===== src/rtl/ps2_key_pkg.sv =====
// Shared types and constants for the PS/2 key tracker: receiver states,
// scancode prefixes and the 32-entry scancode-to-bitmap table.
package ps2_key_pkg;

    typedef enum logic [2:0] {
        S_IDLE   = 3'd0,
        S_DATA   = 3'd1,
        S_PARITY = 3'd2,
        S_STOP   = 3'd3
    } rx_state_e;

    localparam logic [7:0] SC_BREAK = 8'hF0;
    localparam logic [7:0] SC_EXT   = 8'hE0;
    localparam int         NUM_KEYS = 32;

    // Index in this table is the bit position in the held-key bitmap.
    localparam logic [7:0] KEY_MAP [0:NUM_KEYS-1] = '{
        8'h1C, 8'h1B, 8'h23, 8'h2B, 8'h34, 8'h33, 8'h3B, 8'h42,
        8'h4B, 8'h4C, 8'h52, 8'h5B, 8'h1D, 8'h24, 8'h2C, 8'h35,
        8'h3C, 8'h43, 8'h44, 8'h4D, 8'h54, 8'h15, 8'h16, 8'h1E,
        8'h26, 8'h25, 8'h2E, 8'h36, 8'h3D, 8'h3E, 8'h46, 8'h45
    };

    typedef struct packed {
        logic       hit;
        logic [4:0] idx;
    } key_hit_t;

    function automatic key_hit_t key_lookup(input logic [7:0] sc);
        key_hit_t r;
        r = '0;
        for (int i = 0; i < NUM_KEYS; i++) begin
            if (!r.hit && KEY_MAP[i] == sc) begin
                r.hit = 1'b1;
                r.idx = 5'(i);
            end
        end
        return r;
    endfunction

endpackage


===== src/rtl/ps2_frame_rx.sv =====
// PS/2 frame receiver: input synchronisers, falling-edge detect, bit FSM and
// mid-frame timeout. Define PS2_PARITY_CHECK_EN to reject bad-parity frames.
module ps2_frame_rx
    import ps2_key_pkg::*;
#(
    parameter int TIMEOUT_CYC = 5000,
    parameter int SYNC_STAGES = 2
) (
    input  logic       i_clk,
    input  logic       i_rst_n,
    input  logic       i_ps2_clk,
    input  logic       i_ps2_dat,
    output logic [7:0] rx_byte,
    output logic       rx_vld,
    output logic       frame_err,
    output logic [2:0] state_dbg
);

    localparam int CNT_W = $clog2(TIMEOUT_CYC + 1);

    logic [SYNC_STAGES-1:0] clk_sync;
    logic [SYNC_STAGES-1:0] dat_sync;
    logic                   clk_s;
    logic                   dat_s;
    logic                   clk_prev;
    logic                   fall;

    rx_state_e              state;
    logic [2:0]             bit_cnt;
    logic [7:0]             shreg;
    logic [CNT_W-1:0]       to_cnt;
`ifdef PS2_PARITY_CHECK_EN
    logic                   par_bit;
`endif

    // Idle-high lines, so synchronisers come out of reset at 1.
    always_ff @(posedge i_clk or negedge i_rst_n) begin
        if (!i_rst_n) begin
            clk_sync <= '1;
            dat_sync <= '1;
        end else begin
            clk_sync[0] <= i_ps2_clk;
            dat_sync[0] <= i_ps2_dat;
            for (int i = 1; i < SYNC_STAGES; i++) begin
                clk_sync[i] <= clk_sync[i-1];
                dat_sync[i] <= dat_sync[i-1];
            end
        end
    end

    assign clk_s     = clk_sync[SYNC_STAGES-1];
    assign dat_s     = dat_sync[SYNC_STAGES-1];
    assign fall      = clk_prev & ~clk_s;
    assign state_dbg = state;

    always_ff @(posedge i_clk or negedge i_rst_n) begin
        if (!i_rst_n) begin
            clk_prev  <= 1'b1;
            state     <= S_IDLE;
            bit_cnt   <= '0;
            shreg     <= '0;
            to_cnt    <= '0;
            rx_byte   <= '0;
            rx_vld    <= 1'b0;
            frame_err <= 1'b0;
`ifdef PS2_PARITY_CHECK_EN
            par_bit   <= 1'b0;
`endif
        end else begin
            clk_prev  <= clk_s;
            rx_vld    <= 1'b0;
            frame_err <= 1'b0;

            if (fall)
                to_cnt <= '0;
            else if (state != S_IDLE)
                to_cnt <= to_cnt + 1'b1;

            if (fall) begin
                case (state)
                    S_IDLE: begin
                        if (!dat_s) begin
                            state   <= S_DATA;
                            bit_cnt <= '0;
                        end
                    end
                    S_DATA: begin
                        shreg   <= {dat_s, shreg[7:1]};
                        bit_cnt <= bit_cnt + 3'd1;
                        if (bit_cnt == 3'd7)
                            state <= S_PARITY;
                    end
                    S_PARITY: begin
`ifdef PS2_PARITY_CHECK_EN
                        par_bit <= dat_s;
`endif
                        state   <= S_STOP;
                    end
                    S_STOP: begin
                        state <= S_IDLE;
                        if (!dat_s) begin
                            frame_err <= 1'b1;
                        end else begin
`ifdef PS2_PARITY_CHECK_EN
                            // Odd parity: data plus parity bit must hold an odd count of ones.
                            if (^{shreg, par_bit}) begin
                                rx_byte <= shreg;
                                rx_vld  <= 1'b1;
                            end else begin
                                frame_err <= 1'b1;
                            end
`else
                            rx_byte <= shreg;
                            rx_vld  <= 1'b1;
`endif
                        end
                    end
                    default: state <= S_IDLE;
                endcase
            end else if (state != S_IDLE && to_cnt == CNT_W'(TIMEOUT_CYC)) begin
                state     <= S_IDLE;
                to_cnt    <= '0;
                frame_err <= 1'b1;
            end
        end
    end

endmodule


===== src/rtl/ps2_key_tracker.sv =====
// PS/2 keyboard held-key tracker: decodes make/break/extended scancodes into a
// 32-bit bitmap. Define PS2_PARITY_CHECK_EN to enable receiver parity checking.
module ps2_key_tracker
    import ps2_key_pkg::*;
#(
    parameter int TIMEOUT_CYC = 5000,
    parameter int SYNC_STAGES = 2
) (
    input  logic        i_clk,
    input  logic        i_rst_n,
    input  logic        i_ps2_clk,
    input  logic        i_ps2_dat,
    output logic [31:0] o_key,
    output logic        o_key_upd,
    output logic        o_frame_err,
    output logic [2:0]  o_state
);

    logic [7:0]  rx_byte;
    logic        rx_vld;
    logic        break_pending;
    logic        ext_pending;
    key_hit_t    hit;
    logic [31:0] key_nxt;

    ps2_frame_rx #(
        .TIMEOUT_CYC (TIMEOUT_CYC),
        .SYNC_STAGES (SYNC_STAGES)
    ) u_rx (
        .i_clk     (i_clk),
        .i_rst_n   (i_rst_n),
        .i_ps2_clk (i_ps2_clk),
        .i_ps2_dat (i_ps2_dat),
        .rx_byte   (rx_byte),
        .rx_vld    (rx_vld),
        .frame_err (o_frame_err),
        .state_dbg (o_state)
    );

    // Extended-prefixed codes never touch the bitmap.
    always_comb begin
        hit     = key_lookup(rx_byte);
        key_nxt = o_key;
        if (hit.hit && !ext_pending)
            key_nxt[hit.idx] = ~break_pending;
    end

    always_ff @(posedge i_clk or negedge i_rst_n) begin
        if (!i_rst_n) begin
            o_key         <= '0;
            o_key_upd     <= 1'b0;
            break_pending <= 1'b0;
            ext_pending   <= 1'b0;
        end else begin
            o_key_upd <= 1'b0;
            if (rx_vld) begin
                if (rx_byte == SC_BREAK) begin
                    break_pending <= 1'b1;
                end else if (rx_byte == SC_EXT) begin
                    ext_pending <= 1'b1;
                end else begin
                    o_key         <= key_nxt;
                    o_key_upd     <= (key_nxt != o_key);
                    break_pending <= 1'b0;
                    ext_pending   <= 1'b0;
                end
            end
        end
    end

endmodule


===== config.mk =====
export PLATFORM = sky130hd
export DESIGN_NAME = ps2_key_tracker
export DESIGN_NICKNAME = d
export VERILOG_FILES = /design/src/rtl/ps2_key_pkg.sv /design/src/rtl/ps2_frame_rx.sv /design/src/rtl/ps2_key_tracker.sv
export SDC_FILE = /design/constraint.sdc
export NUM_CORES = 1
export LEC_CHECK = 0
export CORE_UTILIZATION = 40
export DETAILED_ROUTE_END_ITERATION = 10
export PLACE_DENSITY = 0.7
export SKIP_CTS_REPAIR_TIMING = 1
export SLEW_MARGIN = 20
export SYNTH_ARGS = -nofsm -noshare
export SYNTH_HDL_FRONTEND = slang
export SYNTH_HIERARCHICAL = 1
export SYNTH_SLANG_ARGS = --single-unit

===== constraint.sdc =====
create_clock -name i_clk -period 2.4 [get_ports i_clk]
set_input_delay 0.48 -clock i_clk [delete_from_list [all_inputs] [get_ports i_clk]]
set_output_delay 0.48 -clock i_clk [all_outputs]
set_load 0.05 [all_outputs]

Word level (Yosys, flattened, before mapping)
Cells that the tools add are included.
- add/sub/neg operators: 2
- $lt $le $gt $ge: 2
- equality and inequality tests: 44
- multiplexer cells: 60
- bitwise operators: 5
- reductions and logical operators: 77
- operator list (cell ; count):
    6-bit two-way mux ; 32
    6-bit by 8-bit == test with 1-bit output, first input constant ; 15
    7-bit by 8-bit == test with 1-bit output, first input constant ; 11
    13-bit two-way mux ; 4
    5-bit by 8-bit == test with 1-bit output, first input constant ; 6
    1-bit logical AND ; 34
    32-bit bitwise mux ; 1
    1-bit zero test ; 32
    32-bit two-way mux ; 1
    32-bit != test ; 1
    8-bit == test, second input constant ; 2
    3-bit two-way mux ; 5
    1-bit two-way mux ; 14
    13-bit by 1-bit adder with 13-bit output, second input constant ; 1
    13-bit == test, second input constant ; 1
    3-bit AND reduction ; 4
    3-bit case mux with 3 select lines ; 1
    3-bit by 2-bit == test with 1-bit output, second input constant ; 2
    5-bit by 6-bit < comparator with 1-bit output, second input constant ; 1
    3-bit != test, second input constant ; 2
    3-bit case mux with 2 select lines ; 1
    2-bit AND reduction ; 3
    1-bit demux with 5-bit select ; 1
    5-bit by 1-bit greater-or-equal comparator with 1-bit output, second input constant ; 1
    9 further kinds ; 14
- flip-flop bits (word level): 77
- input port bits: 4
- output and inout bits: 37
- logic and storage cells: 204

Depth between registers and ports, before layout
Gate-level depths: netlist of run 1.
- depth in word-level cells: 105
- mapped depth: 12
- depth with buffers taken out: 9

Cells and area by module
Netlist of run 1, hierarchy kept.
- by module, submodules not included (module ; times used ; cells an instance ; area each (um^2)):
    ps2_key_tracker ; 1 ; 372 ; 2919.0
    ps2_frame_rx ; 1 ; 158 ; 1891.8

Worst setup path before layout of run 1
OpenSTA, ideal clock, no wires.
- path type: flip-flop to flip-flop
- from: reg u_rx.rx_byte[4]
- to: reg o_key_upd
- setup time: 0.139 ns
- arrival: 2.429 ns
- data required time: 2.261 ns
- slack: -0.168 ns
- cell stages (with the launch flop): 13
- cell sequence: dfrtp_1 > buf_6 > or4b_1 > buf_2 > o22ai_2 > a22o_2 > a211oi_2 > and2_1 > buf_6 > nor3b_2 > a211oi_1 > a31o_1 > a41oi_2
- longest elaborated chain between the ends: 105
- elaborated cells between the ends (all ways): 140
- classes of those cells: order compare: 2; eq/ne: 35; mux: 39; reduce/logical: 64
- RTL lines (what ; line ; source):
    start, declared ; ps2_frame_rx.sv:13 ; output logic [7:0] rx_byte,
    start signal, assigned ; ps2_frame_rx.sv:113 ; rx_byte <= shreg;
    5-bit by 8-bit == test with 1-bit output ; ps2_key_pkg.sv:33 ; if (!r.hit && KEY_MAP[i] == sc) begin
    6-bit two-way mux ; ps2_key_pkg.sv:33 ;
    1-bit zero test ; ps2_key_pkg.sv:33 ;
    1-bit logical AND ; ps2_key_pkg.sv:33 ;
    6-bit two-way mux ; ps2_key_pkg.sv:33 ;
    1-bit zero test ; ps2_key_pkg.sv:33 ;
    1-bit logical AND ; ps2_key_pkg.sv:33 ;
    6-bit two-way mux ; ps2_key_pkg.sv:33 ;
    (+89 left out) ; n/a ;
    1-bit two-way mux (not written as such) ; ps2_key_tracker.sv:45 ; key_nxt[hit.idx] = ~break_pending;
    1-bit demux with 5-bit select ; ps2_key_tracker.sv:45 ;
    32-bit bitwise mux ; ps2_key_tracker.sv:45 ;
    32-bit two-way mux ; ps2_key_tracker.sv:44 ; if (hit.hit && !ext_pending)
    32-bit != test ; ps2_key_tracker.sv:63 ; o_key_upd <= (key_nxt != o_key);
    1-bit two-way mux ; ps2_key_tracker.sv:59 ; end else if (rx_byte == SC_EXT) begin
    1-bit two-way mux (*) ; ps2_key_tracker.sv:57 ; if (rx_byte == SC_BREAK) begin
    1-bit two-way mux (*) ; ps2_key_tracker.sv:56 ; if (rx_vld) begin
    end signal, assigned ; ps2_key_tracker.sv:63 ;
    end, declared ; ps2_key_tracker.sv:14 ; output logic o_key_upd,
Mark *: on every way between the ends. The rest lies on a longest branch, timed or not.
A chain may end at the register's enable or synchronous reset.

Final worst setup path of run 1
Same ends and word-level chain as after synthesis.

==> metrics, run 1 <==
Critical-path top delay cell=or4b_4; most common cell after layout, fill and taps aside=buf_4; clock sink count=76; Placement Setup Slack=-367 ps; pin count of the biggest net entering global routing=52; Syn Nets=about 540; Fin Clk Skew=9.08 ps; first-pass GRT wire length=23.6 mm; Mapped Cells=530; core area=0.0116 mm²; Final Setup Violations=24; number of flops mapped to enable cells by yosys=0; CP peak stage delay=590 ps; critical path required time=2610 ps; clk buf depth=2; CTS root buffer=clkbuf_16; DRT iter0 DRCs=379; RSZ-0062 raised after global routing=yes; failing checks=design-rule violations, negative setup slack; sequential area share after synthesis=0.397; Avg WL per Cell=about 18 µm; period utilization=1.10; status=finished with violations; Max Slew Vio Count=0; Nets=670; routed vias=4616; share of cells above drive strength 1=0.340; clock transition at the registers of the reported paths=60 ps; Synth Register Bits=76; TritonRoute pass-1 iters=8; synthesis-to-finish area growth=39.9%; Max Fclk=0.380 GHz; vias in the first global route=4506; most frequent cells in the layout=buf_4, nand2_1, dfrtp_1; crit-path max FO=7; Worst Max-Slew Pin Slew=roughly 650 ps; CP cell instances=buf_6 -> or4b_4 -> a21oi_2 -> a21oi_1 -> o211ai_2 -> o21ai_1 -> a221o_1 -> a22oi_2 -> a41oi_2; Setup crit start kind=register; Initial Utilization=0.416; gpl congestion=approximately 0.96; cell area power density=~660 mW/mm²; number of port buffers=39; worst min path class=primary input to async pin; Overall Global Routing Usage=0.239; initial antenna violation count=0; antenna fix cells=0; grt total ovfl=0; Post-Route WL=14.8 mm; final setup TNS=-1590 ps; Inserted Clock Buffers=9; DP Wirelength=10.6 mm; TritonCTS clock tree=yes; Die H=112 µm; DR vias/cell=5.73; htree depth=3; Final ANT Viol Nets=0; Fin. Hold Viols=0; maximum vdd drop=0.696 mV; Synth Warn #=6; num ports=just over 40; minimum clock period=~2600 ps; Slew HR=0.564; Critical Path AT=2840 ps; Async S/R FF share, synth=1.00; Die X=~110 µm; FP Rows=39; drt drc=1; maxcap violations=0; DIE AREA=0.0125 mm²; Leak=0.00287 µW; syn_area_per_cell=9.08 µm²; final worst slack=-229 ps; Top FF cell, synth=dfrtp_1; critical setup path kind=register to register; Clk Latency, worst-skew pair=roughly 340 ps; crit path capture type=register; Netlist cell types=85; Post-Syn Area=0.00481 mm²
[layout make-up]
cell class / count / area, µm²
fillers: 948 / 4830
multi-input cells: 398 / 2920
flip-flops and latches: 76 / 1920
repair buffers: 153 / 1300
clock buffers: 10 / 229
well taps: 143 / 179
clock inverters: 6 / 113
inverters: 19 / 71.3
[through the flow]
step           cells  hold slack (ps)  area (µm²)   util  power, µW
2_1_floorplan    530              184        4860      -       2370
3_3_place_gp     770              347        5930  0.513       2700
3_5_place_dp     770              347        5930  0.513       2760
4_1_cts          786              188        6270  0.542       4330
5_1_grt          805              226        6730  0.582       4650
6_report         805              167        6730  0.582       4440
[critical path: cells and delay by family, from the launching register on]
family,cells,cell delay [ps]
compound gates,7,1300
buf+inv,1,150
flops,1,460
simple gates,1,590
[layer usage]
layer	GRT usage	vias up	routed length, µm
li1	-	2170	-
met1	0.339	2296	6820
met2	0.371	130	6980
met3	0.0359	20	740
met4	0.0892	0	233
met5	0	-	0
[where the power goes]
part / switching [µW] / leakage [µW] / internal (µW) / total, µW
Clock: 540 / 0.000167 / 1020 / 1560
Combinational: 671 / 0.00169 / 611 / 1280
Sequential: 169 / 0.00101 / 1430 / 1600
[synth_stat cells, drive strengths merged, types with 9 or more instances]
library cell	number	area [µm²]
a21oi	12	60.1
buf	27	178
clkbuf	10	37.5
dfrtp	71	1780
ha	9	113
inv	19	71.3
mux2	15	169
nand2	76	285
nand2b	12	77.6
nand3	15	80.1
nor2	37	139
nor2b	13	81.3
nor3	16	80.1
o21ai	43	215
xor2	10	87.6
[path summary, 6_finish.rpt]
path                       slack [ps]  cells after the start          endpoint              from
min                               170                      1         o_key[14]           i_rst_n
min in group i_clk                350                      0  u_rx/dat_sync[1]  u_rx/dat_sync[0]
max in group asynchronous        1610                      2    u_rx/to_cnt[7]           i_rst_n
min reg2reg                       350                      0  u_rx/dat_sync[1]  u_rx/dat_sync[0]
max reg2reg                      -230                      9         o_key_upd   u_rx/rx_byte[4]
max                              -230                      9         o_key_upd   u_rx/rx_byte[4]
[registers in the layout (all words and copies together) (netlist names)]
name / count
o_key: 32
u_rx/to_cnt: 13
u_rx/rx_byte: 8
u_rx/shreg: 8
u_rx/bit_cnt: 3
u_rx/clk_sync: 2
u_rx/dat_sync: 2
u_rx/state_dbg: 2
break_pending: 1
ext_pending: 1
o_key_upd: 1
u_rx/clk_prev: 1
u_rx/frame_err: 1
u_rx/rx_vld: 1
[cells by family (layout without fill, tap and decap cells)]
kind of cell	after synthesis	count (layout)	share of synthesized area
xor+xnor	14	14	0.0255
simple gates	221	221	0.247
fa+ha+maj	9	9	0.0234
other cells	1	1	0.000779
flops	76	76	0.397
mux	22	22	0.0497
buf+inv	56	188	0.0596
compound gates	131	131	0.197
Note: power is estimated with default switching activity, not from simulation.
==> run 2: changes to the inputs <==
- SKIP_LAST_GASP: unset -> 1
==> run 2 against run 1 <==
Against the previous run:
- the run still ends with design-rule violations, negative setup slack left
- design area down 0.24%
- via count about the same
- first-iteration DRC count is 11% higher
- sequential power is essentially flat
- largest cell class unchanged
- clock power barely moved
- worst hold slack got worse by 2.9 ps
- maximum frequency is 0.28% lower
- critical endpoint unchanged
- total power is essentially flat
- register-to-register slack barely moved
- routed wire length hardly changed
- clock skew up 1.5 ps
- critical path depth is the same
==> metrics, run 2 (synthesis results as in run 1) <==
status=finished with violations; failing checks=design-rule violations, negative setup slack; period utilization=1.10 (+0.00308); Inserted Clock Buffers=9 (unchanged); initial antenna violation count=0 (unchanged); cell area power density=661 mW/mm² (+0.23%); Worst Max-Slew Pin Slew=655 ps (+1.31 ps); core area=0.0116 mm² (unchanged); DP Wirelength=10.6 mm (unchanged); crit-path max FO=7 (unchanged); worst reg2reg endpoint=o_key_upd; most frequent cells in the layout=buf_4, nand2_1, dfrtp_1; htree depth=3 (unchanged); DIE AREA=0.0125 mm² (unchanged); RSZ-0062 raised after global routing=yes; Leak=0.00286 µW (-0.24%); sw power=1380 µW (about the same); Die H=112 µm (unchanged); Largest regs=o_key (32), u_rx/to_cnt (13); pin count of the biggest net entering global routing=52 (unchanged); Final ANT Viol Nets=0 (unchanged); vias in the first global route=4506 (unchanged); Largest Register=o_key; switching part of the total power=0.311 (about the same); Overall Global Routing Usage=0.239 (unchanged); maximum vdd drop=0.695 mV (-0.19%); minimum clock period=2640 ps (+7.40 ps); fin cells=805 (unchanged); reg2reg start=u_rx/rx_byte[4]; most common cell after layout, fill and taps aside=buf_4; Setup crit start kind=register; number of port buffers=39 (unchanged); FF-to-FF setup slack=-240 ps (about the same); hold slack=164 ps (-2.89 ps); final worst slack=-237 ps (-7.40 ps); Initial Utilization=0.416 (unchanged); Post-Route WL=14.8 mm (about the same); placed insts=770 (unchanged); Critical Path AT=2850 ps (about the same); maxcap violations=0 (unchanged); Fin. Hold Viols=0 (unchanged); critical setup path kind=register to register; Max Fclk=0.379 GHz (-0.28%); FP Rows=39 (unchanged); Final Setup Violations=22 (-8.3%); DRT iter0 DRCs=419 (+11%); combinational share of power=0.288 (about the same); fin util=0.581 (-0.00141); Die X=112 µm (unchanged); DR vias/cell=5.73 (about the same); Avg WL per Cell=18.4 µm (about the same); routed vias=4615 (-0.022%); clock transition at the registers of the reported paths=60 ps (about the same); P_int=3060 µW (about the same); clk buf depth=2 (unchanged); Fin Clk Skew=10.6 ps (+1.55 ps); TritonCTS clock tree=yes; share of cells above drive strength 1=0.331 (-0.00906); worst min path class=primary input to async pin; first-pass GRT wire length=23.6 mm (unchanged); critical path required time=2610 ps (about the same); Clock power frac=0.351 (about the same); synthesis-to-finish area growth=39.6%; sequential power share=0.361 (about the same); Largest register FFs=32 (unchanged); worst setup path end=o_key_upd; clock sink count=76 (unchanged); worst reg2reg path depth=9 (unchanged); critical path startpoint=u_rx/rx_byte[4]; grt total ovfl=0 (unchanged); TritonRoute pass-1 iters=8 (unchanged); Nets=670 (unchanged); CTS root buffer=clkbuf_16; gpl congestion=0.958 (unchanged); num ports=41 (unchanged); Slew HR=0.563 (-0.000873); Max Slew Vio Count=0 (unchanged); drt drc=1 (unchanged); antenna fix cells=0 (unchanged); Clk Latency, worst-skew pair=340 ps (about the same); crit path capture type=register; final setup TNS=-1690 ps (-104 ps)
## run 2: cell count changes in the layout (fill, tap and decap cells not counted), moves of 4 or more
cell and change:
o21ai_0 +4, nand2_1 +4, nand2_2 -4, o21ai_1 -4
## run 2: worst max-delay path, stage by stage, from the launching register on
cell and delay [ps]:
dfrtp_2 460, buf_6 150, or4b_4 590, a21oi_2 130, a21oi_1 80, o211ai_2 330
o21ai_1 90, a221o_1 350, a22oi_2 200, a41oi_2 130
## run 2: through the flow
step | setup slack (ps) | area, µm² | power (µW)
after detailed placement | -367 | 5930 | 2760
after global routing | -301 | 6720 | 4650
after global placement | -302 | 5930 | 2700
after floorplan | -28.7 | 4860 | 2370
after CTS | -369 | 6270 | 4330
final | -237 | 6720 | 4440
## run 2: layout make-up
| type | instances | area, µm² |
|---|---|---|
| Timing Repair Buffer | 153 | 1300 |
| Multi-Input combinational cell | 398 | 2900 |
| Clock buffer | 10 | 229 |
| Fill cell | 950 | 4850 |
| Sequential cell | 76 | 1920 |
| Tap cell | 143 | 179 |
| Inverter | 19 | 71.3 |
| Clock inverter | 6 | 113 |
## run 2: worst min path at each step
stage                     startpoint               end  slack (ps)
floorplan                    i_rst_n     break_pending         180
global placement    u_rx/dat_sync[0]  u_rx/dat_sync[1]         350
detailed placement  u_rx/dat_sync[0]  u_rx/dat_sync[1]         350
CTS                          i_rst_n         o_key[14]         190
global route                 i_rst_n         o_key[14]         230
finish                       i_rst_n         o_key[15]         160
## run 2: power groups by stage
stage,logic [µW],registers (µW),clock network [µW]
3_5_place_dp,1130,1630,0
3_3_place_gp,1080,1610,0
6_report,1280,1600,1560
2_1_floorplan,749,1620,0
4_1_cts,1140,1600,1580
5_1_grt,1400,1630,1620
## run 2: per-layer routing
| layer | part of all wire | GRT usage |
|---|---|---|
| met2 | 0.47 | 0.371 |
| met5 | 0 | 0 |
| met4 | 0.016 | 0.0892 |
| met1 | 0.47 | 0.339 |
| met3 | 0.036 | 0.0359 |
